### src/rtl/mdu_ctrl_if.sv
// mdu_ctrl_if: request/result bundle between the EX stage and the
// multiply/divide sequencer. The EX side is the master; the MDU is the slave.
interface mdu_ctrl_if;
  logic        req_valid;
  logic [2:0]  func;
  logic        is_sign;
  logic [31:0] a;
  logic [31:0] b;
  logic        mf_req;
  logic        flush;
  logic [31:0] hi;
  logic [31:0] lo;
  logic        busy;
  logic        stall;

  modport master (
    output req_valid, func, is_sign, a, b, mf_req, flush,
    input  hi, lo, busy, stall
  );

  modport slave (
    input  req_valid, func, is_sign, a, b, mf_req, flush,
    output hi, lo, busy, stall
  );
endinterface

### src/rtl/mdu_ctrl.sv
// mdu_ctrl: EX-stage multiply/divide sequencer owning the HI/LO registers.
// MULT completes after MUL_LAT cycles; DIV is a 32-step restoring divider
// followed by a one-cycle sign fix-up. MTHI/MTLO complete immediately.
// Define MDU_DIV_EN to build the divider; without it DIV is a one-cycle no-op.
module mdu_ctrl #(
  parameter int MUL_LAT = 3
) (
  input  logic       clk,
  input  logic       rst,
  mdu_ctrl_if.slave  bus
);

  localparam logic [2:0] F_MULT = 3'd1;
  localparam logic [2:0] F_DIV  = 3'd2;
  localparam logic [2:0] F_MTHI = 3'd3;
  localparam logic [2:0] F_MTLO = 3'd4;

  typedef enum logic [1:0] {IDLE, MUL, DIV, FIX} state_t;

  state_t      state_reg, state_next;
  logic [4:0]  cnt_reg, cnt_next;
  logic [31:0] hi_reg, hi_next;
  logic [31:0] lo_reg, lo_next;
  // MULT: both operands. DIV: opa keeps raw a (divide-by-zero HI), opb the divisor magnitude.
  logic [31:0] opa_reg, opa_next;
  logic [31:0] opb_reg, opb_next;
  logic        sign_reg, sign_next;

  logic [63:0] mul_ext_a, mul_ext_b, product;

`ifdef MDU_DIV_EN
  logic [31:0] quo_reg, quo_next;   // dividend shifts out the top, quotient bits shift in
  logic [31:0] rem_reg, rem_next;
  logic        qneg_reg, qneg_next;
  logic        rneg_reg, rneg_next;
  logic        dzero_reg, dzero_next;
  logic        ovf_reg, ovf_next;
  logic [32:0] partial;
  logic        fits;
  logic [31:0] a_mag, b_mag;

  // 33-bit partial remainder for this iteration and whether the divisor fits
  assign partial = {rem_reg, quo_reg[31]};
  assign fits    = (partial >= {1'b0, opb_reg});
  assign a_mag   = (bus.is_sign && bus.a[31]) ? (~bus.a + 32'd1) : bus.a;
  assign b_mag   = (bus.is_sign && bus.b[31]) ? (~bus.b + 32'd1) : bus.b;
`endif

  // Sign- or zero-extend to 64 bits so one unsigned multiply serves both cases
  assign mul_ext_a = {{32{sign_reg & opa_reg[31]}}, opa_reg};
  assign mul_ext_b = {{32{sign_reg & opb_reg[31]}}, opb_reg};
  assign product   = mul_ext_a * mul_ext_b;

  assign bus.hi    = hi_reg;
  assign bus.lo    = lo_reg;
  assign bus.busy  = (state_reg != IDLE);
  assign bus.stall = (state_reg != IDLE) & (bus.req_valid | bus.mf_req);

  // Next-state and datapath update; flush always returns to IDLE without writing HI/LO
  always_comb begin
    state_next = state_reg;
    cnt_next   = cnt_reg;
    hi_next    = hi_reg;
    lo_next    = lo_reg;
    opa_next   = opa_reg;
    opb_next   = opb_reg;
    sign_next  = sign_reg;
`ifdef MDU_DIV_EN
    quo_next   = quo_reg;
    rem_next   = rem_reg;
    qneg_next  = qneg_reg;
    rneg_next  = rneg_reg;
    dzero_next = dzero_reg;
    ovf_next   = ovf_reg;
`endif
    case (state_reg)
      IDLE: begin
        if (bus.req_valid && !bus.flush) begin
          case (bus.func)
            F_MULT: begin
              opa_next   = bus.a;
              opb_next   = bus.b;
              sign_next  = bus.is_sign;
              cnt_next   = 5'(MUL_LAT - 1);
              state_next = MUL;
            end
            F_DIV: begin
`ifdef MDU_DIV_EN
              opa_next   = bus.a;
              opb_next   = b_mag;
              quo_next   = a_mag;
              rem_next   = '0;
              qneg_next  = bus.is_sign & (bus.a[31] ^ bus.b[31]);
              rneg_next  = bus.is_sign & bus.a[31];
              dzero_next = (bus.b == 32'd0);
              ovf_next   = bus.is_sign && (bus.a == 32'h8000_0000) && (bus.b == 32'hFFFF_FFFF);
              cnt_next   = 5'd31;
              state_next = DIV;
`endif
              // without the divider a DIV retires as a no-op
            end
            F_MTHI:  hi_next = bus.a;
            F_MTLO:  lo_next = bus.a;
            default: ;
          endcase
        end
      end
      MUL: begin
        if (bus.flush) begin
          state_next = IDLE;
        end else if (cnt_reg == 5'd0) begin
          hi_next    = product[63:32];
          lo_next    = product[31:0];
          state_next = IDLE;
        end else begin
          cnt_next = cnt_reg - 5'd1;
        end
      end
`ifdef MDU_DIV_EN
      DIV: begin
        if (bus.flush) begin
          state_next = IDLE;
        end else begin
          rem_next = fits ? 32'(partial - {1'b0, opb_reg}) : partial[31:0];
          quo_next = {quo_reg[30:0], fits};
          if (cnt_reg == 5'd0) state_next = FIX;
          else                 cnt_next   = cnt_reg - 5'd1;
        end
      end
      FIX: begin
        state_next = IDLE;
        if (!bus.flush) begin
          if (dzero_reg) begin
            lo_next = 32'hFFFF_FFFF;
            hi_next = opa_reg;
          end else if (ovf_reg) begin
            lo_next = 32'h8000_0000;
            hi_next = 32'd0;
          end else begin
            lo_next = qneg_reg ? (~quo_reg + 32'd1) : quo_reg;
            hi_next = rneg_reg ? (~rem_reg + 32'd1) : rem_reg;
          end
        end
      end
`endif
      default: state_next = IDLE;
    endcase
  end

  // State and datapath registers with synchronous reset
  always_ff @(posedge clk) begin
    if (rst) begin
      state_reg <= IDLE;
      cnt_reg   <= '0;
      hi_reg    <= '0;
      lo_reg    <= '0;
      opa_reg   <= '0;
      opb_reg   <= '0;
      sign_reg  <= 1'b0;
`ifdef MDU_DIV_EN
      quo_reg   <= '0;
      rem_reg   <= '0;
      qneg_reg  <= 1'b0;
      rneg_reg  <= 1'b0;
      dzero_reg <= 1'b0;
      ovf_reg   <= 1'b0;
`endif
    end else begin
      state_reg <= state_next;
      cnt_reg   <= cnt_next;
      hi_reg    <= hi_next;
      lo_reg    <= lo_next;
      opa_reg   <= opa_next;
      opb_reg   <= opb_next;
      sign_reg  <= sign_next;
`ifdef MDU_DIV_EN
      quo_reg   <= quo_next;
      rem_reg   <= rem_next;
      qneg_reg  <= qneg_next;
      rneg_reg  <= rneg_next;
      dzero_reg <= dzero_next;
      ovf_reg   <= ovf_next;
`endif
    end
  end

endmodule

### src/flat_wrapper.sv
// flat-port wrapper written by rule: the top's interface ports become plain ports
module mdu_ctrl_flat 
#(
  parameter int MUL_LAT = 3
)
  (clk, rst, bus_req_valid, bus_func, bus_is_sign, bus_a, bus_b, bus_mf_req, bus_flush, bus_hi, bus_lo, bus_busy, bus_stall);
  mdu_ctrl_if bus_i ();
  input  logic clk;
  input  logic rst;
  input wire logic [$bits(bus_i.req_valid)-1:0] bus_req_valid;
  input wire logic [$bits(bus_i.func)-1:0] bus_func;
  input wire logic [$bits(bus_i.is_sign)-1:0] bus_is_sign;
  input wire logic [$bits(bus_i.a)-1:0] bus_a;
  input wire logic [$bits(bus_i.b)-1:0] bus_b;
  input wire logic [$bits(bus_i.mf_req)-1:0] bus_mf_req;
  input wire logic [$bits(bus_i.flush)-1:0] bus_flush;
  output wire logic [$bits(bus_i.hi)-1:0] bus_hi;
  output wire logic [$bits(bus_i.lo)-1:0] bus_lo;
  output wire logic [$bits(bus_i.busy)-1:0] bus_busy;
  output wire logic [$bits(bus_i.stall)-1:0] bus_stall;
  assign bus_i.req_valid = bus_req_valid;
  assign bus_i.func = bus_func;
  assign bus_i.is_sign = bus_is_sign;
  assign bus_i.a = bus_a;
  assign bus_i.b = bus_b;
  assign bus_i.mf_req = bus_mf_req;
  assign bus_i.flush = bus_flush;
  assign bus_hi = bus_i.hi;
  assign bus_lo = bus_i.lo;
  assign bus_busy = bus_i.busy;
  assign bus_stall = bus_i.stall;
  mdu_ctrl #(.MUL_LAT(MUL_LAT)) u_core (.clk(clk), .rst(rst), .bus(bus_i));
endmodule
### config.mk
export PLATFORM = sky130hd
export DESIGN_NAME = mdu_ctrl_flat
export DESIGN_NICKNAME = d
export VERILOG_FILES = /design/src/rtl/mdu_ctrl_if.sv /design/src/rtl/mdu_ctrl.sv /design/src/flat_wrapper.sv
export SDC_FILE = /design/constraint.sdc
export NUM_CORES = 2
export LEC_CHECK = 0
export CORE_UTILIZATION = 50
export DETAILED_ROUTE_END_ITERATION = 8
export PLACE_DENSITY = 0.67
export SLEW_MARGIN = 20
export SYNTH_ARGS = -nofsm -noshare
export SYNTH_HDL_FRONTEND = slang
export SYNTH_SLANG_ARGS = --single-unit
export TNS_END_PERCENT = 20
### constraint.sdc
create_clock -name clk -period 19.05 [get_ports clk]
set_input_delay 3.81 -clock clk [delete_from_list [all_inputs] [get_ports clk]]
set_output_delay 3.81 -clock clk [all_outputs]
set_load 0.01 [all_outputs]
==> flow_metrics.tcl <==
set metrics [dict create \
    status "finished, final reports clean" \
    initial_core_util 0.507 \
    cp.arrival_ps 4950 \
    die_y_microns 296 \
    grt_pass1_vias 34700 \
    r2r-start "u_core.opa_reg[31]" \
    vias 32000 \
    num_rows 107 \
    multiInputGateArea_sq_mm 0.0353 \
    cts.clk_slew.worst_paths_ps 60 \
    numPortBuffers 138 \
    synth_area_per_cell_sq_um 8.95 \
    synth_ff_type "dfxtp_1" \
    tightest_slew_ps 961 \
    fin_skew_ps 17.6 \
    p_int_w 0.000532 \
    worst_setup_path_end_kind "primary output" \
    ys_ff_latch 135 \
    synth.area.top_cells "fa_1, inv_1, nand2_1" \
    crit_type "input port to primary output" \
    wl_mm 116 \
    slew_headroom 0.360 \
    drtPass1Iterations 6 \
    cts.sinks 135 \
    ff2ff_setup_slack_ps 10290 \
    drive_gt1_frac 0.0307 \
    overflow 0 \
    dp_hpwl_mm 94.7 \
    grt_usage 0.282 \
    h-tree-depth 4 \
    max-vdd-ir-drop_uv 65.4 \
    drc 0 \
    drtAntennaViolNets 0 \
    cts_buffers 17 \
    min_period_ps 8760 \
    cp_max_fo 2 \
    fmax_mhz 114 \
    antenna_found_initial 0 \
    yosys_warnings 0 \
    powerDensity_mw_per_mm2 16.2 \
    final-max-slew-violation-count 0 \
    rsz0062_at_grt "false" \
    async_flop_share 0 \
    cts_setup_buffers 0 \
    yosysTopAreaCellShare 0.521 \
    synthCells 4834 \
    clk_latency_ps 460 \
    regArea_sq_mm 0.00271 \
    final_cell_area_sq_mm 0.0462 \
    grt_pass1_wl_mm 190 \
    cts_tree "done" \
    drv_cap 0 \
    drtIter0Drc 2070 \
    fin_nets 6190 \
    netSwitchingFraction 0.289 \
    switching_power_w 0.000216 \
    synth_top_cell_by_area "fa_1" \
    coreArea_sq_mm 0.0854 \
    areaGrowthSynthToFinish_pct 6.80 \
    fillers 7919 \
    setup.worst_path.start_class "input port" \
    wl_per_cell_microns 19.6 \
    fin_crit_sh 0.460 \
    cts_hold_buf 0 \
    tns_ps 0 \
    cts_root_buffer "clkbuf_16" \
    comb_power_share 0.118 \
    vias_per_cell 5.39 \
    r2r_cells 25 \
    die_area_sq_mm 0.0877 \
    grt_max_degree 85 \
    power.total_w 0.000749 \
    crit_end "bus_stall" \
    ys_seq_area_frac 0.0625 \
    gp_congestion 0.931 \
    synth-edff-count 0 \
    syn-num-nets 6246 \
    power.clock.fraction 0.491 \
    setup_viol 0 \
    synth.distinct_cells 68 \
    io_pins 139 \
    dpl_cell_area_sq_mm 0.0456 \
    synth.cell_area_sq_mm 0.0433 \
    worstPathRequired_ps 15240 \
    hold_viol_final 0 \
    hold_path_class "flop to flop" \
    reg2reg_to "u_core.bus.hi[31]" \
    p_seq_frac 0.391 \
    clockBufferDepth 2 \
    diodes 0 \
    die-width_microns 296 \
    setup.worst_path.start "bus_req_valid" \
    leakagePower_nw 22.3 \
    post_cts_resized 0 \
]
cell families after synthesis:
logic type      count (synthesis)  synth area share
compound gates                350            0.0535
fa+ha+maj                    1339             0.582
flops                         135            0.0625
simple gates                 1525             0.162
mux                            14           0.00324
buf+inv                      1396             0.121
xor+xnor                       75            0.0152
worst min path at each step:
stage / start / to / slack (ps) / depth (start not counted)
final: u_core.bus.lo[7] / u_core.bus.lo[7] / 450 / 2
after global routing: u_core.opb_reg[25] / u_core.opb_reg[25] / 470 / 2
after CTS: u_core.bus.lo[7] / u_core.bus.lo[7] / 450 / 2
after detailed placement: u_core.bus.lo[7] / u_core.bus.lo[7] / 450 / 2
after global placement: u_core.bus.lo[7] / u_core.bus.lo[7] / 440 / 2
after floorplan: u_core.bus.lo[7] / u_core.bus.lo[7] / 480 / 2
Yosys cell counts, types with 3 or more instances:
master	instances
o21bai_1	16
a211oi_1	38
xnor2_1	50
inv_1	1112
nor4_1	4
mux2i_1	14
o21ai_0	31
o21ai_2	5
nor2b_1	20
nor2_1	112
nand4_1	8
nor3_1	40
clkbuf_1	276
o221a_2	3
o211ai_1	7
fa_1	1125
a31oi_1	7
a311oi_1	14
or2_2	10
dfxtp_1	135
nor3b_1	4
o31ai_1	3
buf_2	5
nand2b_1	15
or4_1	3
o21ai_1	5
a221oi_1	7
o21a_1	8
and2_1	364
xor2_1	25
nand2_1	886
and3_1	28
ha_1	214
a21o_1	33
nand3_1	17
buf_1	3
a21oi_1	142
or3_1	5
worst max-delay path, cell delays in order:
cell and delay (ps):
clkdlybuf4s50_1 490, o21a_1 130, clkdlybuf4s50_1 520
through the flow:
stage / hold slack (ps) / setup WS (ps) / util / instances
floorplan: 476 / 10990 / - / 4834
global placement: 442 / 10310 / 0.534 / 5903
detailed placement: 447 / 10290 / 0.534 / 5903
CTS: 454 / 10300 / 0.541 / 5935
global route: 468 / 9790 / 0.541 / 5935
finish: 453 / 10290 / 0.541 / 5935
per-layer routing:
layer / wire, microns / part of all wire / track usage / vias to the layer above
met4: 4920 / 0.042 / 0.113 / 0
li1: - / - / - / 13900
met3: 5820 / 0.050 / 0.0258 / 256
met2: 60200 / 0.52 / 0.497 / 1019
met5: 0 / 0 / 0 / -
met1: 45500 / 0.39 / 0.356 / 16800
placed cells by master, fill, tap and decap left out, types with 4 or more instances in the layout:
cell type        netlist  layout
dfxtp_1              135     130
inv_1               1112    1112
a211oi_1              38      38
o211ai_1               7       7
fa_1                1125    1125
nand2b_1              15      15
mux2i_1               14      14
nand2_1              886     885
nand3_1               17      17
clkdlybuf4s50_1        0     137
a21oi_1              142     140
nor3b_1                4       4
o21ai_2                5       5
o21a_1                 8       8
and3_1                28      28
nand4_1                8       8
xor2_1                25      25
and2_1               364     364
nor2b_1               20      20
a311oi_1              14      14
nor3_1                40      40
o21ai_0               31      31
nor2_1               112     112
a221oi_1               7       7
ha_1                 214     214
buf_4                  0      72
or3_1                  5       5
o21bai_1              16      16
o21ai_1                5       5
xnor2_1               50      50
a31oi_1                7       7
clkbuf_16              0      18
dfxtp_2                0       4
a21o_1                33      32
or2_2                 10      10
layout make-up:
class,instances,area share
Multi-Input combinational cell,3303,0.765
Sequential cell,135,0.0587
Tap cell,1144,0.0310
Timing Repair Buffer,209,0.0414
Inverter,1112,0.0903
Clock inverter,12,0.00333
Clock buffer,20,0.0103
power by group through the flow:
| stage | clock [W] | combinational [W] | sequential, W |
|---|---|---|---|
| 3_5_place_dp | 0 | 0.0000868 | 0.000299 |
| 6_report | 0.000368 | 0.0000881 | 0.000293 |
| 3_3_place_gp | 0 | 0.0000862 | 0.000299 |
| 2_1_floorplan | 0 | 0.0000379 | 0.000299 |
| 5_1_grt | 0.000382 | 0.0000931 | 0.000293 |
| 4_1_cts | 0.000370 | 0.0000871 | 0.000293 |
No activity file was read; power rests on OpenSTA's default activity.
